`src/rtl/phase_write.sv`:
```
// -----------------------------------------------------------------------------
// phase_write
//   Imposes a programmed spin state onto the coupled oscillator array before
//   an anneal run. For a programmed hold period every selected oscillator is
//   forced onto a reference square wave (in phase for spin=1, anti-phase for
//   spin=0); the array is then released to evolve freely.
//
//   Optional feature macro: PHASE_WRITE_MASK_EN
//     defined   : adds spin_mask; only masked-in spins are forced, the rest
//                 keep their current phase (force_en=0, force_val=0).
//     undefined : all N spins are forced.
//
// Ports
//   clk          in   1      clock, all state on posedge
//   rstn         in   1      asynchronous active-low reset
//   start        in   1      write request, accepted only in IDLE
//   spins_in     in   N      target spins, 1 = in phase with ref_wave
//   spin_mask    in   N      (PHASE_WRITE_MASK_EN only) per-spin force select
//   hold_cycles  in   CNT_W  force duration in cycles (0 treated as 1)
//   half_period  in   CNT_W  ref_wave half period in cycles (0 treated as 1)
//   ref_wave     out  1      reference square wave
//   force_en     out  N      per-spin force enable
//   force_val    out  N      per-spin forced level
//   busy         out  1      high from accept until back in IDLE
//   done         out  1      one-cycle completion pulse
// -----------------------------------------------------------------------------
module phase_write #(
    parameter int unsigned N     = 3,
    parameter int unsigned CNT_W = 32
) (
    input  logic             clk,
    input  logic             rstn,
    input  logic             start,
    input  logic [N-1:0]     spins_in,
`ifdef PHASE_WRITE_MASK_EN
    input  logic [N-1:0]     spin_mask,
`endif
    input  logic [CNT_W-1:0] hold_cycles,
    input  logic [CNT_W-1:0] half_period,
    output logic             ref_wave,
    output logic [N-1:0]     force_en,
    output logic [N-1:0]     force_val,
    output logic             busy,
    output logic             done
);

    typedef enum logic [1:0] {
        S_IDLE  = 2'd0,
        S_FORCE = 2'd1,
        S_DONE  = 2'd2
    } state_t;

    state_t           r_state,     w_state;
    logic [N-1:0]     r_spins,     w_spins;
    logic [N-1:0]     r_mask,      w_mask;
    logic [CNT_W-1:0] r_hold,      w_hold;
    logic [CNT_W-1:0] r_half,      w_half;
    logic [CNT_W-1:0] r_phase_cnt, w_phase_cnt;
    logic [CNT_W-1:0] r_hold_cnt,  w_hold_cnt;
    logic             r_ref,       w_ref;
    logic [N-1:0]     r_force_en,  w_force_en;
    logic [N-1:0]     r_force_val, w_force_val;
    logic             r_busy,      w_busy;
    logic             r_done,      w_done;

    logic [N-1:0]     w_mask_in;

`ifdef PHASE_WRITE_MASK_EN
    assign w_mask_in = spin_mask;
`else
    assign w_mask_in = '1;
`endif

    assign ref_wave  = r_ref;
    assign force_en  = r_force_en;
    assign force_val = r_force_val;
    assign busy      = r_busy;
    assign done      = r_done;

    always_ff @(posedge clk or negedge rstn) begin
        if (!rstn) begin
            r_state     <= S_IDLE;
            r_spins     <= '0;
            r_mask      <= '0;
            r_hold      <= CNT_W'(1);
            r_half      <= CNT_W'(1);
            r_phase_cnt <= '0;
            r_hold_cnt  <= '0;
            r_ref       <= 1'b0;
            r_force_en  <= '0;
            r_force_val <= '0;
            r_busy      <= 1'b0;
            r_done      <= 1'b0;
        end else begin
            r_state     <= w_state;
            r_spins     <= w_spins;
            r_mask      <= w_mask;
            r_hold      <= w_hold;
            r_half      <= w_half;
            r_phase_cnt <= w_phase_cnt;
            r_hold_cnt  <= w_hold_cnt;
            r_ref       <= w_ref;
            r_force_en  <= w_force_en;
            r_force_val <= w_force_val;
            r_busy      <= w_busy;
            r_done      <= w_done;
        end
    end

    always_comb begin
        w_state     = r_state;
        w_spins     = r_spins;
        w_mask      = r_mask;
        w_hold      = r_hold;
        w_half      = r_half;
        w_phase_cnt = r_phase_cnt;
        w_hold_cnt  = r_hold_cnt;
        w_ref       = r_ref;
        w_force_en  = r_force_en;
        w_force_val = r_force_val;
        w_busy      = r_busy;
        w_done      = 1'b0;

        case (r_state)
            S_IDLE: begin
                if (start) begin
                    w_state     = S_FORCE;
                    w_spins     = spins_in;
                    w_mask      = w_mask_in;
                    // Zero limits are clamped to 1 at latch time so the
                    // terminal compares below never underflow.
                    w_hold      = (hold_cycles == '0) ? CNT_W'(1) : hold_cycles;
                    w_half      = (half_period == '0) ? CNT_W'(1) : half_period;
                    w_phase_cnt = '0;
                    w_hold_cnt  = '0;
                    w_ref       = 1'b0;
                    w_force_en  = w_mask_in;
                    // ref_wave restarts at 0, so spin=1 drives 0 and spin=0 drives 1.
                    w_force_val = ~spins_in & w_mask_in;
                    w_busy      = 1'b1;
                end
            end

            S_FORCE: begin
                if (r_hold_cnt == r_hold - CNT_W'(1)) begin
                    w_state     = S_DONE;
                    w_force_en  = '0;
                    w_force_val = '0;
                    w_done      = 1'b1;
                end else begin
                    w_hold_cnt = r_hold_cnt + CNT_W'(1);
                    if (r_phase_cnt == r_half - CNT_W'(1)) begin
                        w_phase_cnt = '0;
                        w_ref       = ~r_ref;
                    end else begin
                        w_phase_cnt = r_phase_cnt + CNT_W'(1);
                    end
                    // Derived from the next ref value so force_val and ref_wave
                    // update on the same edge with no skew.
                    w_force_val = (w_ref ? r_spins : ~r_spins) & r_mask;
                end
            end

            S_DONE: begin
                w_state = S_IDLE;
                w_busy  = 1'b0;
            end

            default: begin
                w_state     = S_IDLE;
                w_force_en  = '0;
                w_force_val = '0;
                w_busy      = 1'b0;
            end
        endcase
    end

endmodule
```
`config.mk`:
```
export PLATFORM = sky130hd
export DESIGN_NAME = phase_write
export DESIGN_NICKNAME = d
export VERILOG_FILES = /design/src/rtl/phase_write.sv
export SDC_FILE = /design/constraint.sdc
export NUM_CORES = 1
export LEC_CHECK = 0
export CAP_MARGIN = 40
export CORE_UTILIZATION = 30
export DETAILED_ROUTE_END_ITERATION = 8
export GPL_TIMING_DRIVEN = 0
export MAX_ROUTING_LAYER = met4
export SLEW_MARGIN = 10
export SYNTH_ARGS = -nofsm -noshare
export SYNTH_HDL_FRONTEND = slang
export SYNTH_SLANG_ARGS = --single-unit
export TNS_END_PERCENT = 20
```
`constraint.sdc`:
```
create_clock -name clk -period 4.5 [get_ports clk]
set_input_delay 0.9 -clock clk [delete_from_list [all_inputs] [get_ports clk]]
set_output_delay 0.9 -clock clk [all_outputs]
set_load 0.01 [all_outputs]
```
Yosys cells after proc, flatten, opt, wreduce, memory -nomap -nowiden --
Index checks and enable logic that the tools add are counted.
Cells by class: add/subtract/negate cells 4, equal/unequal tests 7, mux-type cells 28, bitwise gates (word level) 6, reductions and logical operators 10
Operators with widths (number):
- 2-to-1 mux 32 bit | 6
- one-hot mux 32 bit (2 select lines) | 2
- adder 32 x 1 -> 32 bit (second input constant) | 2
- == test 32 bit | 2
- logical NOT 32 bit | 2
- subtractor 32 x 1 -> 32 bit (second input constant) | 2
- one-hot mux 3 bit (3 select lines) | 2
- 2-to-1 mux 3 bit | 5
- 2-to-1 mux 1 bit | 8
- AND reduction 2 bit | 4
- != test 2 bit (second input constant) | 3
- inverter 3 bit | 2
- AND reduction 3 bit | 2
- 2-to-1 mux 2 bit | 2
- one-hot mux 1 bit (2 select lines) | 2
- one-hot mux 2 bit (2 select lines) | 1
- bitwise AND 3 bit | 1
- inverter 1 bit | 3
- == test 2 x 1 -> 1 bit (second input constant) | 1
- == test 2 bit (second input constant) | 1
- logical NOT 2 bit | 1
- nonzero test 2 bit | 1
Storage, ports and cells: bits in registers 143, bits of input ports 70, output and inout port bits 9

Longest topological paths before layout --
depth after elaboration 9, mapped depth 13

Worst setup path after synthesis --
No wires, ideal clock.
path kind reg2reg, start register r_hold[1], end register r_phase_cnt[29], setup time 124 ps, arrival time 3345 ps, data required time 4376 ps, path slack 1031 ps, stages on the path, launching flop included 11, path buffers 1, path through dfrtp_1 nor4_2 nand3_1 or4_1 mux2i_1 nor4_1 o2111ai_2 o21bai_2 clkbuf_1 nor3_1 a211o_1
On the way: longest elaborated chain between the ends 4
Ends and longest elaborated chain:
- start, declared | line 56 | logic [CNT_W-1:0] r_hold, w_hold;
- start signal, assigned | line 98 | r_hold <= w_hold;
- subtractor 32 x 1 -> 32 bit | line 145 | if (r_hold_cnt == r_hold - CNT_W'(1)) begin
- == test 32 bit | line 145
- != test 2 bit (no line)
- AND reduction 3 bit (no line)
- end signal, assigned | line 100 | r_phase_cnt <= w_phase_cnt;
- end, declared | line 58 | logic [CNT_W-1:0] r_phase_cnt, w_phase_cnt;
Every way passes these cells. A chain may end at the register's enable or synchronous reset.

Worst setup path after layout --
start register r_hold[1], end register r_phase_cnt[7]
Same word-level chain as after synthesis.

==> out/qor.yml <==
status: "finished, final reports clean"
r2r_slack_ps: 320
cts.clk_slew.worst_paths_ps: 70
hold_viol: 0
final.fill_count: 3051
cp_slowest_stage_delay_ps: 510
slowest_stage: "nor4_2"
synth_edf_count: 0
maxSlewViolCount: 0
fin_ws_ps: 322
fp.dieW_um: 176
crit_chain: "inv_1 > ha_1 > nor3b_2 > nand3_1 > nor4_2 > nand3b_1 > a41oi_1 > o2111ai_2 > o21bai_2 > buf_2 > buf_4 > nor3b_1 > o21a_1"
maxSlewHeadroom: 0.465
cts_max_level: 4
ios: 79
drive_above_1_share: 0.0721
holdWs_ps: 319
synth-seq-cells: 141
maxCapViolations: 0
fp-row-count: 63
grt_pass1_wl_um: 42200
place_congestion: 0.929
max_slew.worst_pin.slew_ps: 802
firstDrtPassIters: 5
worstPathArrival_ps: 4500
hold_class: "primary input to async pin"
p_leak_nw: 4.61
groute.usage.overall: 0.179
die_height_um: 176
wl_per_cell_um: 16.4
critical_path_required_ps: 4830
finalSetupViolCount: 0
dr_total_vias: 8389
drt_iter0_markers: 588
vias_per_cell: 5.30
syn_inst: 1081
rr_startpoint: "r_hold[1]"
r2r-end: "r_phase_cnt[7]"
yosys_warnings: 0
async_reset_ff_frac: 1.00
synthFlopType: "dfrtp_1"
area_growth_pct: 21.4
yosysTopAreaCellShare: 0.385
synth_area_leaders: "dfrtp_1 (38%), nand2_1 (11%), xnor2_1 (4.4%), nor4_1 (3.5%), xor2_1 (3.4%)"
hpwl_um: 19000
critPathKind: "flip-flop to flip-flop"
yosysUniqueCellTypes: 80
synth_largest_area_cell: "dfrtp_1"
syn_area_mm2: 0.00904
hold_buffers: 0
tritoncts: "built"
cts_num_sinks: 141
end_kind: "flip-flop"
reg2regPathDepth: 13
final_nets: 1253
postSynthAreaPerCell_um2: 8.36
finalCriticalPeriod_ps: 4180
antenna_found_initial: 0
start_kind: "flip-flop"
finClkSkew_ps: 12.0
seq_area_frac_synth: 0.391
start_util: 0.305
powerDensity_mw_per_mm2: 347
critPathMaxFanout: 10
max_freq_mhz: 239
cts-buffers-inserted: 17
cts_max_path_buffers: 2
dp_slack_ps: 116
antennaDiodeCount: 0
grt.overflow.total: 0
drc_errors: 0
antenna_left: 0
rsz0062_at_grt: "false"
grt_max_degree: 107
core_mm2: 0.0296
grt_pass1_vias: 7972
synth_nets: 1155
dieArea_mm2: 0.0308
post-route-period-util: 0.928
routed_wl_um: 25900
ir_worst_vdd_uv: 257
port_buffers: 78
clk_latency_ps: 440
clock-root-buffer: "clkbuf_16"
metal layers:
layer | wire length, µm | vias up | GRT usage
met4 | 391 | 0 | 0.0493
met3 | 1340 | 29 | 0.0286
met1 | 12300 | 3994 | 0.237
met5 | 0 | - | -
li1 | - | 4114 | -
met2 | 11900 | 252 | 0.282
Yosys cell counts, types with 18 or more instances:
cell type	number
nand2_1	255
dfrtp_1	139
nor2_1	54
nor4_1	51
xnor2_1	45
o21ai_0	39
a21oi_1	38
nand3_1	37
xor2_1	35
clkbuf_1	34
nor3_1	32
or3_1	30
nand4_1	23
inv_1	18
report_power, final:
| part | internal, W | switching, W |
|---|---|---|
| sequential | 0.00140 | 0.000199 |
| combinational | 0.000375 | 0.000379 |
| clock | 0.000874 | 0.000578 |
| total | 0.00265 | 0.00116 |
state kept, by name, summed over array words and instances, names as in the netlist, 2 cells and up:
name and flops:
r_phase_cnt 32, r_half 32, force_val 3, r_state 2, r_hold_cnt 32, r_hold 32
r_spins 3
cells in the final DEF, fill, tap and decap left out, types with 7 or more instances in the layout:
cell,instances
and2_1,12
inv_1,18
a211o_1,9
clkbuf_16,17
nor2_1,54
nor3b_1,10
nand2_1,255
buf_4,9
a21oi_1,38
a21o_1,10
xnor2_1,45
or2_2,7
o31ai_1,14
nand4_1,23
clkbuf_1,34
nor4_1,49
dfrtp_1,139
xor2_1,35
or4_1,14
o21a_1,9
o21ai_0,39
clkdlybuf4s50_1,77
and3_1,14
nand3_1,36
o22ai_1,7
nor3_1,32
o311ai_0,10
nand2b_1,7
or3_1,30
critical path, delay by kind of cell (launching register included):
family,cells,cell delay (ps)
adders and majority gates,1,220
DFF,1,420
buffers and inverters,3,730
and+or+nand+nor,5,1410
AOI/OAI and AO/OA,4,1270
layout make-up:
cell class	count	area, µm²	area share
clock buffers	23	488	0.0445
flip-flops and latches	141	3530	0.322
clock inverters	9	110	0.0100
inverters	19	71.3	0.00650
repair buffers	79	813	0.0741
multi-input cells	867	5200	0.474
well taps	390	488	0.0445
plain buffers	54	269	0.0245
what timing repair did:
action | 4_1_cts | 5_1_grt
buffers inserted | 0 | 0
endpoints found under the setup margin | 0 | 56
gates resized for setup | 0 | 9
through the flow:
| step | instance area, µm² | instances | setup TNS (ps) | total power [W] | util |
|---|---|---|---|---|---|
| 2_1_floorplan | 9040 | 1081 | 0 | 0.00210 | - |
| 3_3_place_gp | 10300 | 1549 | -474860 | 0.00235 | 0.348 |
| 3_5_place_dp | 10300 | 1550 | 0 | 0.00237 | 0.349 |
| 4_1_cts | 10900 | 1582 | 0 | 0.00383 | 0.369 |
| 5_1_grt | 11000 | 1582 | 0 | 0.00400 | 0.370 |
| 6_report | 11000 | 1582 | 0 | 0.00381 | 0.370 |
how the worst max path moves through the flow:
| stage | start | endpoint | slack (ps) |
|---|---|---|---|
| final | r_hold[1] | r_phase_cnt[7] | 320 |
| after global routing | r_hold[18] | r_phase_cnt[22] | 110 |
| after CTS | r_hold[1] | r_phase_cnt[21] | 100 |
| after detailed placement | r_hold[1] | r_phase_cnt[8] | 120 |
| after global placement | rstn | r_half[4] | -3410 |
| after floorplan | r_hold[1] | r_phase_cnt[29] | 1030 |
kinds of logic (layout without fill, tap and decap cells):
kind of cell | after synthesis | in the layout | share of synthesized area
flip-flops | 141 | 141 | 0.391
AND/OR/NAND/NOR | 585 | 585 | 0.328
AO/OA/AOI/OAI | 187 | 187 | 0.143
XOR/XNOR | 84 | 84 | 0.0875
adder cells (fa/ha/maj) | 4 | 4 | 0.00554
multiplexers | 7 | 7 | 0.00817
buffers and inverters | 73 | 184 | 0.0374
(Power assumes the default switching activity.)
